`src/rtl/perf_counter_reader_pkg.sv`:
```
// DebugTypes: shared performance-counter types and sizes for the debug counter reader
// Provides the named counter struct, an indexable array view of it, the index type and the reader FSM states.
package DebugTypes;
  localparam int NUM_PERF_COUNTERS = 7;
  localparam int PERF_COUNTER_WIDTH = 32;
  typedef logic [2:0] PerfCounterIndexPath;
  typedef logic [PERF_COUNTER_WIDTH-1:0] PerfCounterDataPath;
  // First field is the MSB slice, so index 0 (numLoadMiss) lands in the lowest bits of the array view.
  typedef struct packed {
    PerfCounterDataPath numBranchPredMissDetectedOnDecode;
    PerfCounterDataPath numBranchPredMiss;
    PerfCounterDataPath numMemDepPredMiss;
    PerfCounterDataPath numStoreLoadForwardingFail;
    PerfCounterDataPath numIC_Miss;
    PerfCounterDataPath numStoreMiss;
    PerfCounterDataPath numLoadMiss;
  } PerfCounterPath;
  typedef logic [NUM_PERF_COUNTERS-1:0][PERF_COUNTER_WIDTH-1:0] PerfCounterArray;
  typedef enum logic {IDLE, SEND} ReaderState;
endpackage

```
`src/rtl/perf_counter_reader_snapshot.sv`:
```
// perf_counter_snapshot: snapshot/baseline register pair with a modular delta selector
// clk, rst: clock and synchronous active-high reset (clears both registers)
// capture: load live into snapshot, moving the old snapshot into the baseline
// live: counter vector; idx: entry selector; delta: 1 = snapshot minus baseline, 0 = snapshot
// data: selected value
module perf_counter_snapshot #(
  parameter int N = 7,
  parameter int W = 32,
  parameter int IW = 3
) (
  input  logic                clk,
  input  logic                rst,
  input  logic                capture,
  input  logic [N-1:0][W-1:0] live,
  input  logic [IW-1:0]       idx,
  input  logic                delta,
  output logic [W-1:0]        data
);
  logic [N-1:0][W-1:0] snap, prev;
  always_ff @(posedge clk) begin
    if (rst) begin
      snap <= '0;
      prev <= '0;
    end else if (capture) begin
      prev <= snap;
      snap <= live;
    end
  end
  // W-bit subtraction wraps naturally, so a counter overflow still gives the true delta.
  assign data = delta ? snap[idx] - prev[idx] : snap[idx];
endmodule

```
`src/rtl/perf_counter_reader.sv`:
```
// perf_counter_reader: snapshots the performance counters on request and streams them out one entry per handshake
// clk, rst: clock and synchronous active-high reset
// perfCounter: live counters; reqValid/reqDelta/reqReady: snapshot request (delta or absolute)
// outValid/outReady/outIndex/outData/outLast: entry stream; busy: stream in progress
module perf_counter_reader #(
  parameter int NUM_PERF_COUNTERS = DebugTypes::NUM_PERF_COUNTERS,
  parameter int PERF_COUNTER_WIDTH = DebugTypes::PERF_COUNTER_WIDTH
) (
  input  logic                           clk,
  input  logic                           rst,
  input  DebugTypes::PerfCounterPath     perfCounter,
  input  logic                           reqValid,
  input  logic                           reqDelta,
  output logic                           reqReady,
  output logic                           outValid,
  input  logic                           outReady,
  output DebugTypes::PerfCounterIndexPath outIndex,
  output logic [PERF_COUNTER_WIDTH-1:0]  outData,
  output logic                           outLast,
  output logic                           busy
);
  DebugTypes::ReaderState state;
  DebugTypes::PerfCounterIndexPath idx;
  logic mode;
  logic at_last;
  logic [NUM_PERF_COUNTERS-1:0][PERF_COUNTER_WIDTH-1:0] live;
  assign live = perfCounter;
  assign at_last = idx == DebugTypes::PerfCounterIndexPath'(NUM_PERF_COUNTERS - 1);
  assign reqReady = state == DebugTypes::IDLE;
  assign busy = state == DebugTypes::SEND;
  assign outValid = busy;
  assign outIndex = idx;
  assign outLast = busy && at_last;
  always_ff @(posedge clk) begin
    if (rst) begin
      state <= DebugTypes::IDLE;
      idx <= '0;
      mode <= 1'b0;
    end else if (state == DebugTypes::IDLE) begin
      if (reqValid) begin
        state <= DebugTypes::SEND;
        idx <= '0;
        mode <= reqDelta;
      end
    end else if (outReady) begin
      state <= at_last ? DebugTypes::IDLE : DebugTypes::SEND;
      idx <= at_last ? idx : idx + 3'd1;
    end
  end
  perf_counter_snapshot #(
    .N (NUM_PERF_COUNTERS),
    .W (PERF_COUNTER_WIDTH),
    .IW($bits(DebugTypes::PerfCounterIndexPath))
  ) u_snapshot (
    .clk    (clk),
    .rst    (rst),
    .capture(reqValid && reqReady),
    .live   (live),
    .idx    (idx),
    .delta  (mode),
    .data   (outData)
  );
endmodule
```
`config.mk`:
```
export PLATFORM = sky130hd
export DESIGN_NAME = perf_counter_reader
export DESIGN_NICKNAME = d
export VERILOG_FILES = /design/src/rtl/perf_counter_reader_pkg.sv /design/src/rtl/perf_counter_reader_snapshot.sv /design/src/rtl/perf_counter_reader.sv
export SDC_FILE = /design/constraint.sdc
export NUM_CORES = 1
export LEC_CHECK = 0
export CORE_UTILIZATION = 55
export CTS_CLUSTER_DIAMETER = 80
export DETAILED_ROUTE_END_ITERATION = 10
export PLACE_DENSITY = 0.86
export SLEW_MARGIN = 30
export SYNTH_ARGS = -nofsm -noshare
export SYNTH_HDL_FRONTEND = slang
export SYNTH_SLANG_ARGS = --single-unit
```
`constraint.sdc`:
```
create_clock -name clk -period 6.95 [get_ports clk]
set_input_delay 1.39 -clock clk [delete_from_list [all_inputs] [get_ports clk]]
set_output_delay 1.39 -clock clk [all_outputs]
set_load 0.01 [all_outputs]
```
==> summary.md, run 1 <==
| Metric | Value |
|---|---|
| Lkg Pwr | 0.008987 µW |
| Ys async rst share | 0% |
| Clk sinks | 453 |
| Post-synthesis sequential area ratio | 43.14% |
| Commonest non-fill, non-tap cell in the layout | nand2_1 |
| Layout Skew | 0.02731 ns |
| CTS tree | done |
| P&R area growth vs syn | 20.88% |
| Synthesized cell area | 21020 µm² |
| Critical Path End Type | output port |
| Max Cap Violations | 0 |
| Post-Route WL | 65.82 mm |
| Fillers | 2981 |
| Worst stage delay on the critical path | 0.65 ns |
| Synth unique cells | 62 |
| Die Height | 197.5 µm |
| Pwr dens | 262.1 nW/µm² |
| Core ar. | 37670 µm² |
| CP Launch Type | flop |
| FMAX | 150.0 MHz |
| Slew Limit Fails | 0 |
| FP Rows | 71 |
| Drt drc | 0 |
| Crit path kind | flop to output port |
| Deepest clock path buffer count | 3 |
| Status | completed |
| Yosys warning count | 0 |
| FF-to-FF setup slack | 4.15 ns |
| Placer congestion estimate | 0.9318 |
| CP max-delay cell | dfxtp_4 |
| Number of CTS-inserted buffers | 46 |
| Port Buffers | 267 |
| First-pass GRT wire length | 100.6 mm |
| DR iter-0 viols | 2132 |
| Reg2reg start | outIndex[0]$_SDFFE_PP0P_ |
| Post-CTS setup buffer count | 0 |
| Post-synth EDFFs | 0 |
| Crit path from | outIndex[1]$_SDFFE_PP0P_ |
| Detailed Routing Iterations Pass 1 | 7 |
| Die area | 39000 µm² |
| Hold crit path type | flop to flop |
| Die W | 197.5 µm |
| Largest cells by area after synthesis | dfxtp_1 (43%), nand2_1 (17%), a21oi_1 (13%) |
| Final setup violation count | 0 |
| Hold Path Origin | u_snapshot.snap[67]$_SDFFE_PP0P_ |
| Worst rel slew slack | 28.62% |
| Share of layout cells above drive strength 1 | 7.440% |
| Final period utilization | 95.93% |
| Nets | 3063 |
| Unrepaired setup endpoints after global routing | no |
| Vias in the first global route | 18500 |
| Tmin final | 6.667 ns |
| Diode count | 0 |
| Critical path data required time | 5.56 ns |
| Setup TNS | 0 ns |
| Worst setup margin | 0.2829 ns |
| Final number of hold-violating endpoints | 0 |
| Pin count of the biggest net entering global routing | 235 |
| Register area | 9080 µm² |
| Yosys top cell area share | 43.14% |
| CP Cell Sequence | mux4_2 > o21ai_0 > inv_1 > ha_1 > nor2b_1 > o2111ai_1 > a311o_1 > a21oi_1 > o21ai_0 > a21oi_1 > nor3_1 > o31ai_1 > clkdlybuf4s50_1 |
| Synth Register Bits | 453 |
| Via density | 5.866 |
| Per-cell routed wire length | 19.67 µm |
| Mapped Nets | 2943 |
| Tightest Pin Transition | 1.071 ns |
| Peak VDD IR | 0.0002687 V |
| Mapped Cells | 2680 |
| Gr ovfl total | 0 |
| DP Worst Slack | 0.9172 ns |
| Num ports | 268 |
| Final ANT Viol Nets | 0 |
| Critical Path Fanout Max | 34 |
| Worst path arrival time | 5.28 ns |
| Design Power | 6660 µW |
| Vias | 19630 |
| Worst-skew pair later-pin latency | 0.59 ns |
| Final HPWL DP | 45.56 mm |
| Cell taking the most area after synthesis | dfxtp_1 |
| Initial antenna violation count | 3 |
| Syn avg cell area | 7.843 µm² |
| Initial Util | 55.81% |
| Root buf cell | clkbuf_16 |
| CTS H-tree depth | 2 |
| Synth Flop Type | dfxtp_1 |
| Gr usage total | 33.33% |
| CTS clock-pin slew for the worst setup and hold paths | 0.06 ns |
| Highest-count cells in the layout ignoring fill and taps | nand2_1 (959), a21oi_1 (542), dfxtp_1 (450) |
| Multi-input logic area | 11110 µm² |
## cells by family after synthesis
logic type                 after synthesis  share of synthesized area (%)
adders and majority gates               34                          2.060
xor gates and xnor gates                26                          1.083
AOI/OAI and AO/OA                      682                          17.68
buffers and inverters                  225                          4.202
DFF                                    453                          43.14
muxes                                  157                          11.43
and+or+nand+nor                       1103                          20.40
## power by group
part / total [µW] / internal (µW) / switching (µW)
registers: 2830 / 2720 / 113
logic: 1230 / 532 / 694
clock network: 2610 / 1540 / 1070
## what timing repair did
item / 4_1_cts / 5_1_grt
endpoints found under the setup margin: 0 / 4
hold buffers: 0 / 0
gates resized for setup: 0 / 1
## cell type report
class / count / share of cell area (%)
multi-input combinational: 2003 / 43.71
sequential: 453 / 35.73
timing repair buffer: 287 / 11.65
clock buffer: 58 / 4.904
tap: 511 / 2.516
clock inverter: 26 / 1.354
inverter: 9 / 0.1330
## synth_stat cells, drive strengths merged, types with 3 or more instances
cell type	instances
ha	33
a21o	13
mux2	24
a21oi	546
xnor2	15
or4	3
nand4	10
o41ai	3
nor3	8
nand2	961
o21a	7
o21ai	51
nand3	15
mux4	64
or3	7
o211ai	34
nor2	83
a31oi	4
nor2b	3
mux2i	69
clkbuf	174
o21bai	6
and3	4
buf	42
dfxtp	453
xor2	11
nand2b	3
inv	8
o31ai	4
## worst paths after layout
path / endpoint / cells after the start
worst max-delay path: outData[25] / 13
worst max register to register: outIndex[1]$_SDFFE_PP0P_ / 6
worst min-delay path: u_snapshot.prev[67]$_SDFFE_PP0P_ / 2
worst min register to register: u_snapshot.prev[67]$_SDFFE_PP0P_ / 2
## flip-flops by register name, indices dropped and copies added, names as in the netlist
signal           count
busy                 1
outIndex             3
u_snapshot.snap    224
u_snapshot.prev    224
mode                 1
## worst max-delay path: cells and delay by family (launching register included)
family | cells | cell delay, ns
compound gates | 7 | 2.12
fa+ha+maj | 1 | 0.30
buf+inv | 2 | 0.70
flops | 1 | 0.65
mux | 1 | 0.56
simple gates | 2 | 0.35
## routing by layer
metal	share of wire, %	global-route usage, %	wire length, µm
met1	41	43.83	27200
met4	5.2	17.23	3424
met3	8.0	6.044	5243
met2	46	52.39	29950
met5	0	0	0
## metrics by stage
| step | std cells | utilization (%) | hold WS [ns] | instance area [µm²] |
|---|---|---|---|---|
| after CTS | 3345 | 67.32 | 0.4398 | 25360 |
| final | 3347 | 67.46 | 0.4450 | 25410 |
| after global routing | 3347 | 67.46 | 0.4705 | 25410 |
| after detailed placement | 3261 | 63.10 | 0.4445 | 23770 |
| after global placement | 3261 | 63.09 | 0.4385 | 23760 |
| after floorplan | 2680 | - | 0.4331 | 21020 |
No activity file was read; power rests on OpenSTA's default activity.
==> run 2: changes to the inputs <==
--- a/config.mk
+++ b/config.mk
@@ -5,6 +5,8 @@
 export SDC_FILE = /design/constraint.sdc
 export NUM_CORES = 1
 export LEC_CHECK = 0
+export CORE_ASPECT_RATIO = 0.9
+export CORE_MARGIN = 4
 export CORE_UTILIZATION = 55
 export CTS_CLUSTER_DIAMETER = 80
 export DETAILED_ROUTE_END_ITERATION = 10
==> summary.md, run 2 (synthesis results as in run 1) <==
| Metric | Value |
|---|---|
| Root buf cell | clkbuf_16 |
| Multi-input logic area | 11090 µm² (-0.15%) |
| Deepest clock path buffer count | 3 (unchanged) |
| Core ar. | 37470 µm² (-0.51%) |
| Initial Util | 56.10% (+0.29 points) |
| Commonest non-fill, non-tap cell in the layout | nand2_1 |
| Pin count of the biggest net entering global routing | 262 (+11%) |
| Slew Limit Fails | 0 (unchanged) |
| Die Height | 193.5 µm (-2.0%) |
| RR Endpoint | outIndex[1]$_SDFFE_PP0P_ |
| Max Cap Violations | 0 (unchanged) |
| Hold crit path type | flop to flop |
| FF-to-FF setup slack | 4.38 ns (+0.23 ns) |
| Tightest Pin Transition | 0.8666 ns (-0.2041 ns) |
| Min-Delay Path Depth | 2 (unchanged) |
| Die W | 214.1 µm (+8.4%) |
| Final period utilization | 95.84% (about the same) |
| Tmin final | 6.661 ns (-0.006110 ns) |
| WHS Endpoint | u_snapshot.prev[33]$_SDFFE_PP0P_ |
| Unrepaired setup endpoints after global routing | no |
| DR iter-0 viols | 2638 (+24%) |
| CTS clock-pin slew for the worst setup and hold paths | 0.07 ns (about the same) |
| P&R area growth vs syn | 20.82% (about the same) |
| Hold_ws | 0.4536 ns (+0.008532 ns) |
| Gr usage total | 31.03% (-2.3 points) |
| Final number of hold-violating endpoints | 0 (unchanged) |
| Vias in the first global route | 19210 (+3.8%) |
| Clk sinks | 453 (unchanged) |
| Share of layout cells above drive strength 1 | 7.470% (+0.030 points) |
| Diode count | 0 (unchanged) |
| Pwr dens | 259.2 nW/µm² (-1.1%) |
| Cell area after layout | 25400 µm² (about the same) |
| CTS H-tree depth | 2 (unchanged) |
| Status | completed |
| Post-Place Cell Area | 23780 µm² (about the same) |
| Gr ovfl total | 0 (unchanged) |
| Peak VDD IR | 0.0001719 V (-36%) |
| Lkg Pwr | 0.008992 µW (about the same) |
| Register area | 9080 µm² (unchanged) |
| Die area | 41420 µm² (+6.2%) |
| Reg2reg start | outIndex[0]$_SDFFE_PP0P_ |
| Worst-skew pair later-pin latency | 0.57 ns (-0.02 ns) |
| CTS tree | done |
| Placer congestion estimate | 0.9544 (+2.4%) |
| Final setup violation count | 0 (unchanged) |
| FP Rows | 67 (-5.6%) |
| Critical Path End Type | output port |
| Critical path data required time | 5.56 ns (about the same) |
| Hold buffers post-CTS | 0 (unchanged) |
| Via density | 6.000 (+2.3%) |
| Crit path kind | flop to output port |
| Final HPWL DP | 47.54 mm (+4.3%) |
| Per-cell routed wire length | 20.35 µm (+3.5%) |
| Design Power | 6584 µW (-1.1%) |
| Post-Route WL | 67.58 mm (+2.7%) |
| Hold Path Origin | u_snapshot.prev[33]$_SDFFE_PP0P_ |
| Setup TNS | 0 ns (unchanged) |
| Drt drc | 0 (unchanged) |
| R2R depth | 6 (unchanged) |
| Worst rel slew slack | 42.22% (+14 points) |
| Port Buffers | 267 (unchanged) |
| Num ports | 268 (unchanged) |
| FMAX | 150.1 MHz (about the same) |
| Fillers | 2858 (-4.1%) |
| Nets | 3065 (+0.065%) |
| Critical Path Fanout Max | 53 (+56%) |
| Vias | 19930 (+1.5%) |
| First-pass GRT wire length | 104.9 mm (+4.3%) |
| CP Launch Type | flop |
| Final ANT Viol Nets | 0 (unchanged) |
| Initial antenna violation count | 0 (-3) |
| Detailed Routing Iterations Pass 1 | 7 (unchanged) |
| Worst path arrival time | 5.27 ns (about the same) |
| Layout Skew | 0.01906 ns (-0.008248 ns) |
| Highest-count cells in the layout ignoring fill and taps | nand2_1 (959), a21oi_1 (542), dfxtp_1 (450) |
| Number of CTS-inserted buffers | 45 (-2.2%) |
[run 2: cell count changes in the layout (fill, tap and decap cells not counted), sizes merged]
| cell | change |
|---|---|
| buf | +4 |
| bufinv | -3 |
| clkbuf | +4 |
| clkinv | -4 |
| clkinvlp | +2 |
| nor2b | -1 |
[run 2: per-stage QoR]
step / std cells / setup slack [ns] / util, %
finish: 3321 / 0.2891 / 67.78
global route: 3321 / 0.1674 / 67.78
CTS: 3319 / 0.2813 / 67.61
detailed placement: 3236 / 0.9305 / 63.47
global placement: 3235 / 0.9692 / 63.40
floorplan: 2680 / 1.405 / -
[run 2: layout make-up]
cell class                      count  share of cell area [%]
Inverter                            9                  0.1330
Tap cell                          483                   2.380
Clock inverter                     21                  0.9804
Sequential cell                   453                   35.75
Clock buffer                       62                   5.124
Timing Repair Buffer              291                   11.96
Multi-Input combinational cell   2002                   43.67
[run 2: what timing repair did]
action | CTS | global route
buffers inserted | 0 | 1
resized for setup | 0 | 0
endpoints found under the setup margin | 0 | 1
[run 2: power breakdown]
part / internal (µW) / leakage (µW) / switching [µW]
clock: 1470 / 0.000757 / 1050
combinational: 535 / 0.00454 / 701
sequential: 2710 / 0.00370 / 114
[run 2: routing by layer]
layer / GRT usage (%) / vias up / routed length, µm
met5: 0 / - / 0
met4: 12.87 / 0 / 3131
met3: 6.337 / 186 / 6388
met2: 47.83 / 998 / 30030
met1: 42.92 / 9452 / 28030
li1: - / 9291 / -
[run 2: worst max path at each step]
| stage | start | to | slack [ns] | cells past startpoint |
|---|---|---|---|---|
| 2_1_floorplan | outIndex[0]$_SDFFE_PP0P_ | outData[30] | 1.40 | 17 |
| 3_3_place_gp | outIndex[0]$_SDFFE_PP0P_ | outData[28] | 0.97 | 15 |
| 3_5_place_dp | outIndex[0]$_SDFFE_PP0P_ | outData[28] | 0.93 | 15 |
| 4_1_cts | outIndex[0]$_SDFFE_PP0P_ | outData[28] | 0.28 | 15 |
| 5_1_grt | outIndex[0]$_SDFFE_PP0P_ | outData[28] | 0.17 | 15 |
| 6_report | outIndex[0]$_SDFFE_PP0P_ | outData[28] | 0.29 | 15 |
[run 2: critical path, stage by stage, from the launching register on]
cell and delay (ns):
dfxtp_4 0.55, buf_12 0.37, mux2i_1 0.32, nor2_1 0.07, a21oi_1 0.34, a21oi_1 0.17, ha_1 0.42, nand4_1 0.12
o22ai_1 0.41, a211o_1 0.18, a21oi_2 0.06, o41ai_2 0.57, o31ai_1 0.17, xor2_1 0.16, a21oi_1 0.16, clkdlybuf4s50_1 0.56
